[src/rtl/pipeline_control_pkg.sv]
// pipeline_control_pkg
// Shared constants for the pipeline stall/flush controller.
// Contents: stage indices into the stall vector, the four RUN-state stall
// encodings, stall enable/disable levels, and the controller state encoding.
package pipeline_control_pkg;

    localparam int unsigned STAGE_PC  = 0;
    localparam int unsigned STAGE_IF  = 1;
    localparam int unsigned STAGE_ID  = 2;
    localparam int unsigned STAGE_EX  = 3;
    localparam int unsigned STAGE_MEM = 4;
    localparam int unsigned STAGE_WB  = 5;

    localparam int unsigned STALL_W = 6;

    // The oldest stalled stage is the first one that bubbles, so every younger
    // stage must hold with it.
    localparam logic [STALL_W-1:0] STALL_MEM  = 6'b011111;
    localparam logic [STALL_W-1:0] STALL_EX   = 6'b001111;
    localparam logic [STALL_W-1:0] STALL_ID   = 6'b000111;
    localparam logic [STALL_W-1:0] STALL_NONE = 6'b000000;

    localparam logic STALL_ENABLE  = 1'b1;
    localparam logic STALL_DISABLE = 1'b0;

    typedef enum logic [1:0] {
        ST_RUN    = 2'd0,
        ST_EXCEPT = 2'd1,
        ST_FLUSH  = 2'd2
    } pc_state_t;

endpackage

[src/rtl/pipeline_control_stall_watchdog.sv]
// pipeline_control_stall_watchdog
// Memory-stall watchdog: counts consecutive enabled cycles with the count
// condition true and emits a one-cycle pulse once STALL_TIMEOUT of them have
// been seen, then starts over.
// Ports:
//   i_clock      clock
//   i_reset      synchronous, active-high
//   i_enable     controller is in RUN
//   i_count_cond MEM stall request without an exception
//   o_timeout    registered one-cycle pulse
// Parameter STALL_TIMEOUT: 2..65535.
module pipeline_control_stall_watchdog #(
    parameter int unsigned STALL_TIMEOUT = 1024
) (
    input  logic i_clock,
    input  logic i_reset,
    input  logic i_enable,
    input  logic i_count_cond,
    output logic o_timeout
);

    localparam logic [15:0] TERMINAL = 16'(STALL_TIMEOUT - 1);

    logic [15:0] r_count;
    logic        r_timeout;

    always_ff @(posedge i_clock) begin
        if (i_reset) begin
            r_count   <= '0;
            r_timeout <= 1'b0;
        end else if (i_enable && i_count_cond) begin
            if (r_count == TERMINAL) begin
                r_count   <= '0;
                r_timeout <= 1'b1;
            end else begin
                r_count   <= r_count + 16'd1;
                r_timeout <= 1'b0;
            end
        end else begin
            r_count   <= '0;
            r_timeout <= 1'b0;
        end
    end

    assign o_timeout = r_timeout;

endmodule

[src/rtl/pipeline_control.sv]
// pipeline_control
// Central stall/flush controller for the six-stage pipeline (PC IF ID EX MEM WB).
// Merges per-stage stall requests into the stall vector, sequences a two-cycle
// exception flush with PC redirect, counts stalled cycles (saturating) and
// optionally runs a memory-stall watchdog.
// Build option: define PIPELINE_CONTROL_STALL_TIMEOUT_EN to build the watchdog;
// otherwise stall_timeout is tied low and STALL_TIMEOUT is unused.
// Ports:
//   clock, reset                 clock and synchronous active-high reset
//   stall_request_id/ex/mem      per-stage hold requests
//   exception_valid/target       exception from MEM and its handler address
//   stall[5:0]                   combinational per-stage stall vector
//   flush                        clear all latches (registered state)
//   new_program_counter[31:0]    redirect address, valid while flush=1
//   stall_timeout                one-cycle watchdog pulse
//   stall_cycles[31:0]           saturating count of cycles with stall[0]=1
module pipeline_control
    import pipeline_control_pkg::*;
#(
    parameter int unsigned STALL_TIMEOUT = 1024
) (
    input  logic        clock,
    input  logic        reset,
    input  logic        stall_request_id,
    input  logic        stall_request_ex,
    input  logic        stall_request_mem,
    input  logic        exception_valid,
    input  logic [31:0] exception_target,
    output logic [5:0]  stall,
    output logic        flush,
    output logic [31:0] new_program_counter,
    output logic        stall_timeout,
    output logic [31:0] stall_cycles
);

    pc_state_t          r_state;
    pc_state_t          w_next_state;
    logic [STALL_W-1:0] w_stall;
    logic               w_capture;
    logic [31:0]        r_target;
    logic [31:0]        r_stall_cycles;

    always_ff @(posedge clock) begin
        if (reset) begin
            r_state <= ST_RUN;
        end else begin
            r_state <= w_next_state;
        end
    end

    always_comb begin
        w_next_state = r_state;
        w_stall      = STALL_NONE;
        w_capture    = 1'b0;
        case (r_state)
            ST_RUN: begin
                // An exception holds the front end and bubbles the excepting
                // instruction into WB so it never writes back.
                if (exception_valid) begin
                    w_stall      = STALL_MEM;
                    w_capture    = 1'b1;
                    w_next_state = ST_EXCEPT;
                end else if (stall_request_mem) begin
                    w_stall = STALL_MEM;
                end else if (stall_request_ex) begin
                    w_stall = STALL_EX;
                end else if (stall_request_id) begin
                    w_stall = STALL_ID;
                end
            end
            ST_EXCEPT: w_next_state = ST_FLUSH;
            ST_FLUSH:  w_next_state = ST_RUN;
            default:   w_next_state = ST_RUN;
        endcase
        if (reset) begin
            w_stall   = STALL_NONE;
            w_capture = 1'b0;
        end
    end

    always_ff @(posedge clock) begin
        if (reset) begin
            r_target <= '0;
        end else if (w_capture) begin
            r_target <= exception_target;
        end
    end

    always_ff @(posedge clock) begin
        if (reset) begin
            r_stall_cycles <= '0;
        end else if ((w_stall[STAGE_PC] == STALL_ENABLE) && (r_stall_cycles != 32'hFFFF_FFFF)) begin
            r_stall_cycles <= r_stall_cycles + 32'd1;
        end
    end

    assign stall               = w_stall;
    assign flush               = (r_state == ST_EXCEPT);
    assign new_program_counter = r_target;
    assign stall_cycles        = r_stall_cycles;

`ifdef PIPELINE_CONTROL_STALL_TIMEOUT_EN
    logic w_wd_enable;
    logic w_wd_count_cond;

    assign w_wd_enable     = (r_state == ST_RUN);
    assign w_wd_count_cond = stall_request_mem && !exception_valid;

    pipeline_control_stall_watchdog #(
        .STALL_TIMEOUT(STALL_TIMEOUT)
    ) u_stall_watchdog (
        .i_clock     (clock),
        .i_reset     (reset),
        .i_enable    (w_wd_enable),
        .i_count_cond(w_wd_count_cond),
        .o_timeout   (stall_timeout)
    );
`else
    assign stall_timeout = STALL_DISABLE;
`endif

endmodule
[config.mk]
export PLATFORM = sky130hd
export DESIGN_NAME = pipeline_control
export DESIGN_NICKNAME = d
export VERILOG_FILES = /design/src/rtl/pipeline_control_pkg.sv /design/src/rtl/pipeline_control_stall_watchdog.sv /design/src/rtl/pipeline_control.sv
export SDC_FILE = /design/constraint.sdc
export NUM_CORES = 1
export LEC_CHECK = 0
export CAP_MARGIN = 5
export CORE_UTILIZATION = 45
export CTS_CLUSTER_SIZE = 10
export DETAILED_ROUTE_END_ITERATION = 10
export HOLD_SLACK_MARGIN = 0.03
export PLACE_DENSITY = 0.82
export SLEW_MARGIN = 40
export SYNTH_ARGS = -nofsm -noshare
export SYNTH_HDL_FRONTEND = slang
export SYNTH_SLANG_ARGS = --single-unit
[constraint.sdc]
create_clock -name clock -period 2.95 [get_ports clock]
set_clock_uncertainty 0.05 [all_clocks]
set_input_delay 0.7375 -clock clock [delete_from_list [all_inputs] [get_ports clock]]
set_output_delay 0.7375 -clock clock [all_outputs]
set_load 0.005 [all_outputs]
**Word-level counts from Yosys, hierarchy flattened**

Cells that the tools add are included.

- Logic and storage cells: 20
- Memories kept: 0
- Input port bits: 38
- Bits in latches: 0
- Bits in writable memories: 0
- Register bits: 66
- Bits in read-only memories: 0

- Shift-type cells: 0
- Bitwise logic cells: 0
- Reductions and logical operators: 2
- Equal/unequal tests: 3
- Divide/modulo/power cells: 0
- $add $sub $neg: 1
- Muxes and demuxes: 11
- $lt $le $gt $ge: 0
- Multipliers: 0

Operators by type and width:

| operator | count |
|---|---|
| adder 32 x 1 -> 32 bit (second input constant) | 1 |
| inequality test 32 bit (second input constant) | 1 |
| two-way mux 5 bit | 3 |
| two-way mux 6 bit | 1 |
| two-way mux 4 bit | 1 |
| case mux 2 bit (2 select lines) | 1 |
| two-way mux 1 bit | 3 |
| two-way mux 3 bit | 1 |
| == test 2 x 1 -> 1 bit (second input constant) | 1 |
| logical NOT 2 bit | 1 |
| two-way mux 2 bit | 1 |
| inequality test 2 bit (second input constant) | 1 |
| logical AND 1 bit | 1 |

**Longest topological paths before layout**

- Depth after elaboration: 7
- Mapped depth: 8
- Gate-level depth less buffers: 6

**Worst setup path before layout**

OpenSTA, ideal clock, no wires.

- Kind: input to output
- Start: input exception_valid
- End: output stall[1]
- Stages on the path: 3
- Setup slack: 511 ps
- Arrival: 1652 ps
- Path through: o41ai_2 -> inv_1 -> buf_4

- Longest elaborated chain between the ends: 3

Ends and longest elaborated chain:

| element | RTL line | source |
|---|---|---|
| from (decl) | pipeline_control.sv:27 | `input logic exception_valid,` |
| two-way mux 5 bit | pipeline_control.sv:59 | `if (exception_valid) begin` |
| two-way mux 5 bit | pipeline_control.sv:55 | `case (r_state)` |
| two-way mux 6 bit | pipeline_control.sv:75 | `if (reset) begin` |
| to (decl) | pipeline_control.sv:29 | `output logic [5:0] stall,` |

No other way between the ends.

**Worst setup path after layout**

- Start: input exception_valid
- End: output stall[3]

The elaborated chain is that of the path after synthesis.

==> metrics.txt <==
outcome=finished, final reports clean; Critical path origin=exception_valid; power per cell area=450.0 mW/mm²; aggregate routed wire length=7610 µm; transition at the pin with the smallest max-transition slack=0.6606 ns; dominant synthesized flop cell=sky130_fd_sc_hd__dfxtp_1; Die Y=81.36 µm; portion of the clock cycle consumed by the worst path in the final layout=96.35%; area of all placed cells without fillers=0.004193 mm²; std cell rows=28; max-capacitance violation count=0; initial antenna violation count=0; met2 track demand over resource=37.92%; CTS H-tree depth=3; Ant. Diodes=0; vias in the first global route=2526; total CTS buffers=9; leak pwr=1.462 nW; share of layout cells above drive strength 1=7.375%; chip width=81.36 µm; critical path data required time=2.16 ns; category of the worst setup path launch point=input pin; Critical Path AT=2.05 ns; maximum number of pins on one net before global-route repair=65; RR Startpoint=r_state[1]; sequential fraction of the synthesis area=46.62%; Layout Cells excl Fill=536; effective utilization at floorplan=47.31%; wire length of the first global-routing pass=11650 µm; overall fraction of global-route tracks in use=23.10%; synthesized netlist cell count=348; Ports=110; number of sinks handled by clock tree synthesis=66; placer's final routability congestion estimate=0.7830; count of nets left with antenna violations after detail routing=0; Setup Viol. Count Final=0; first drt pass iteration count=4; initial DRC count=115; kind of critical path=input pin to output port; average wire per standard cell=14.20 µm; combinational family with the most area after synthesis=simple AND/OR/NAND/NOR gates; GRT met1 Usage=27.65%; Filler Cell Count=484; flop2flop setup slack=0.64 ns; number of DRC violations after detailed routing=0; Worst Setup End Kind=output port; commonest non-fill, non-tap cells in the layout=103 x sky130_fd_sc_hd__clkdlybuf4s50_1, 77 x sky130_fd_sc_hd__nand2_1, 66 x sky130_fd_sc_hd__dfxtp_1, 53 x sky130_fd_sc_hd__a21oi_1, 15 x sky130_fd_sc_hd__nand3_1; Core Area=0.005991 mm²; area post-placement=0.003986 mm²; Root Buffer Master=sky130_fd_sc_hd__clkbuf_8; highest net fanout along the worst path=3; number of enable-type register cells in the synthesized netlist=0; synthesis-to-layout area growth=47.95%; Die ar.=0.006619 mm²; half-perimeter wire length after placement=5468 µm; CTS clock-pin slew for the worst setup and hold paths=0.07 ns; Final Total Pwr=1.887 mW; NumNets Final=497; synthesized area=0.002834 mm²; number of distinct library cells after synthesis=47; share of synthesized flip-flops with an asynchronous set or reset=0%; shortest period the worst path allows=2.842 ns; latest clock arrival within the worst-skew pair=0.33 ns; total number of vias=2919; Max transition margin=55.96%; most common cell after layout, fill and taps aside=sky130_fd_sc_hd__clkdlybuf4s50_1; endpoints failing hold=0; overall overflow remaining after global route=0; Final Max Slew Viols=0; maximum resistive drop on vdd=0.0002690 V; warnings from Yosys=0; RSZ-0062 raised after global routing=no; share of cell area taken by muxes after synthesis=1.148%; area of the multi-input gates=0.001388 mm²; grt met3 use=8.315%; post-synthesis average cell area=8.144 µm²; fraction of the mapped netlist area in compound gates=18.41%; xor-xnor portion of the synthesized cell area=1.236%; buffers added on ports=107; number of cells in the design after placement=521; Worst Hold Launch=new_program_counter[23]; flip-flop and latch area=0.001321 mm²; worst min path class=flip-flop to flip-flop; Max Buffers Root-to-Sink=2; count of state elements after synthesis=66; via/cell ratio=5.446; adder and majority cell fraction of the synthesized area=0.4415%; clock tree from TritonCTS=done; maximum achievable frequency=0.3518 GHz; most crowded layer after global routing=met2; simple-gate portion of the synthesized area=27.46%
## flip-flops by register name, indices dropped and copies added (netlist names)
register	flops
r_state	2
new_program_counter	32
stall_cycles	32
## final cells by class
cell class,count,area share (%)
clock inverter,3,0.9549
clock buffer,11,3.611
multi-input combinational,255,33.09
tap,75,2.238
timing repair buffer,118,27.87
sequential,66,31.51
inverter,8,0.7162
## cells in the mapped netlist, types with 6 or more instances
library cell / count / share of area, %
sky130_fd_sc_hd__buf_4: 6 / 1.6
sky130_fd_sc_hd__inv_1: 8 / 1.1
sky130_fd_sc_hd__or4_1: 7 / 1.9
sky130_fd_sc_hd__nand2_1: 77 / 10
sky130_fd_sc_hd__clkbuf_1: 9 / 1.2
sky130_fd_sc_hd__nand4_1: 11 / 2.4
sky130_fd_sc_hd__a21oi_1: 53 / 9.4
sky130_fd_sc_hd__o21ai_0: 11 / 1.9
sky130_fd_sc_hd__nor2_1: 14 / 1.9
sky130_fd_sc_hd__or3_1: 12 / 2.6
sky130_fd_sc_hd__o31ai_1: 9 / 2.4
sky130_fd_sc_hd__dfxtp_1: 66 / 47
sky130_fd_sc_hd__nand3_1: 15 / 2.6
## where the power goes
part           internal (mW)  switching [mW]  total (mW)
combinational          0.123          0.0928       0.216
sequential             0.916          0.0162       0.932
clock                  0.424           0.315       0.739
## worst max-delay path, cell delays in order
cell and delay [ns]:
sky130_fd_sc_hd__clkdlybuf4s50_1 0.44, sky130_fd_sc_hd__buf_4 0.16, sky130_fd_sc_hd__o31a_1 0.28, sky130_fd_sc_hd__clkdlybuf4s50_1 0.44
## final timing paths
path | to | depth (start not counted)
max | stall[3] | 4
min | new_program_counter[23] | 2
max reg2reg | stall_cycles[11] | 7
min reg2reg | new_program_counter[23] | 2
## cell families (layout without fill, tap and decap cells)
| family | Yosys count | count (layout) |
|---|---|---|
| simple gates | 157 | 157 |
| mux | 3 | 3 |
| buf+inv | 28 | 140 |
| xor+xnor | 4 | 4 |
| fa+ha+maj | 1 | 1 |
| compound gates | 88 | 88 |
| other cells | 1 | 2 |
| flops | 66 | 66 |
## repair_timing
action	CTS	global route
endpoints found under the hold margin	0	0
buffers inserted	1	0
gates resized for setup	0	3
setup endpoints to repair	3	3
gates cloned	0	0
pin swaps	1	0
hold buffers	0	0
## through the flow
step	util, %	hold slack (ns)	setup slack [ns]	TNS [ns]
floorplan	-	0.4027	0.5107	0
global placement	66.54	0.3908	0.01786	0
detailed placement	66.54	0.3956	-0.04016	-0.08919
CTS	69.86	0.4084	0.02366	0
global route	69.99	0.4264	0.07803	0
finish	69.99	0.4045	0.1076	0
## metal layers
metal	vias to the layer above	share of wire, %
met5	-	0
met4	0	1.1
met3	11	8.4
met2	103	47
met1	1352	43
li1	1453	-
Power figures use the tool's default switching activity.
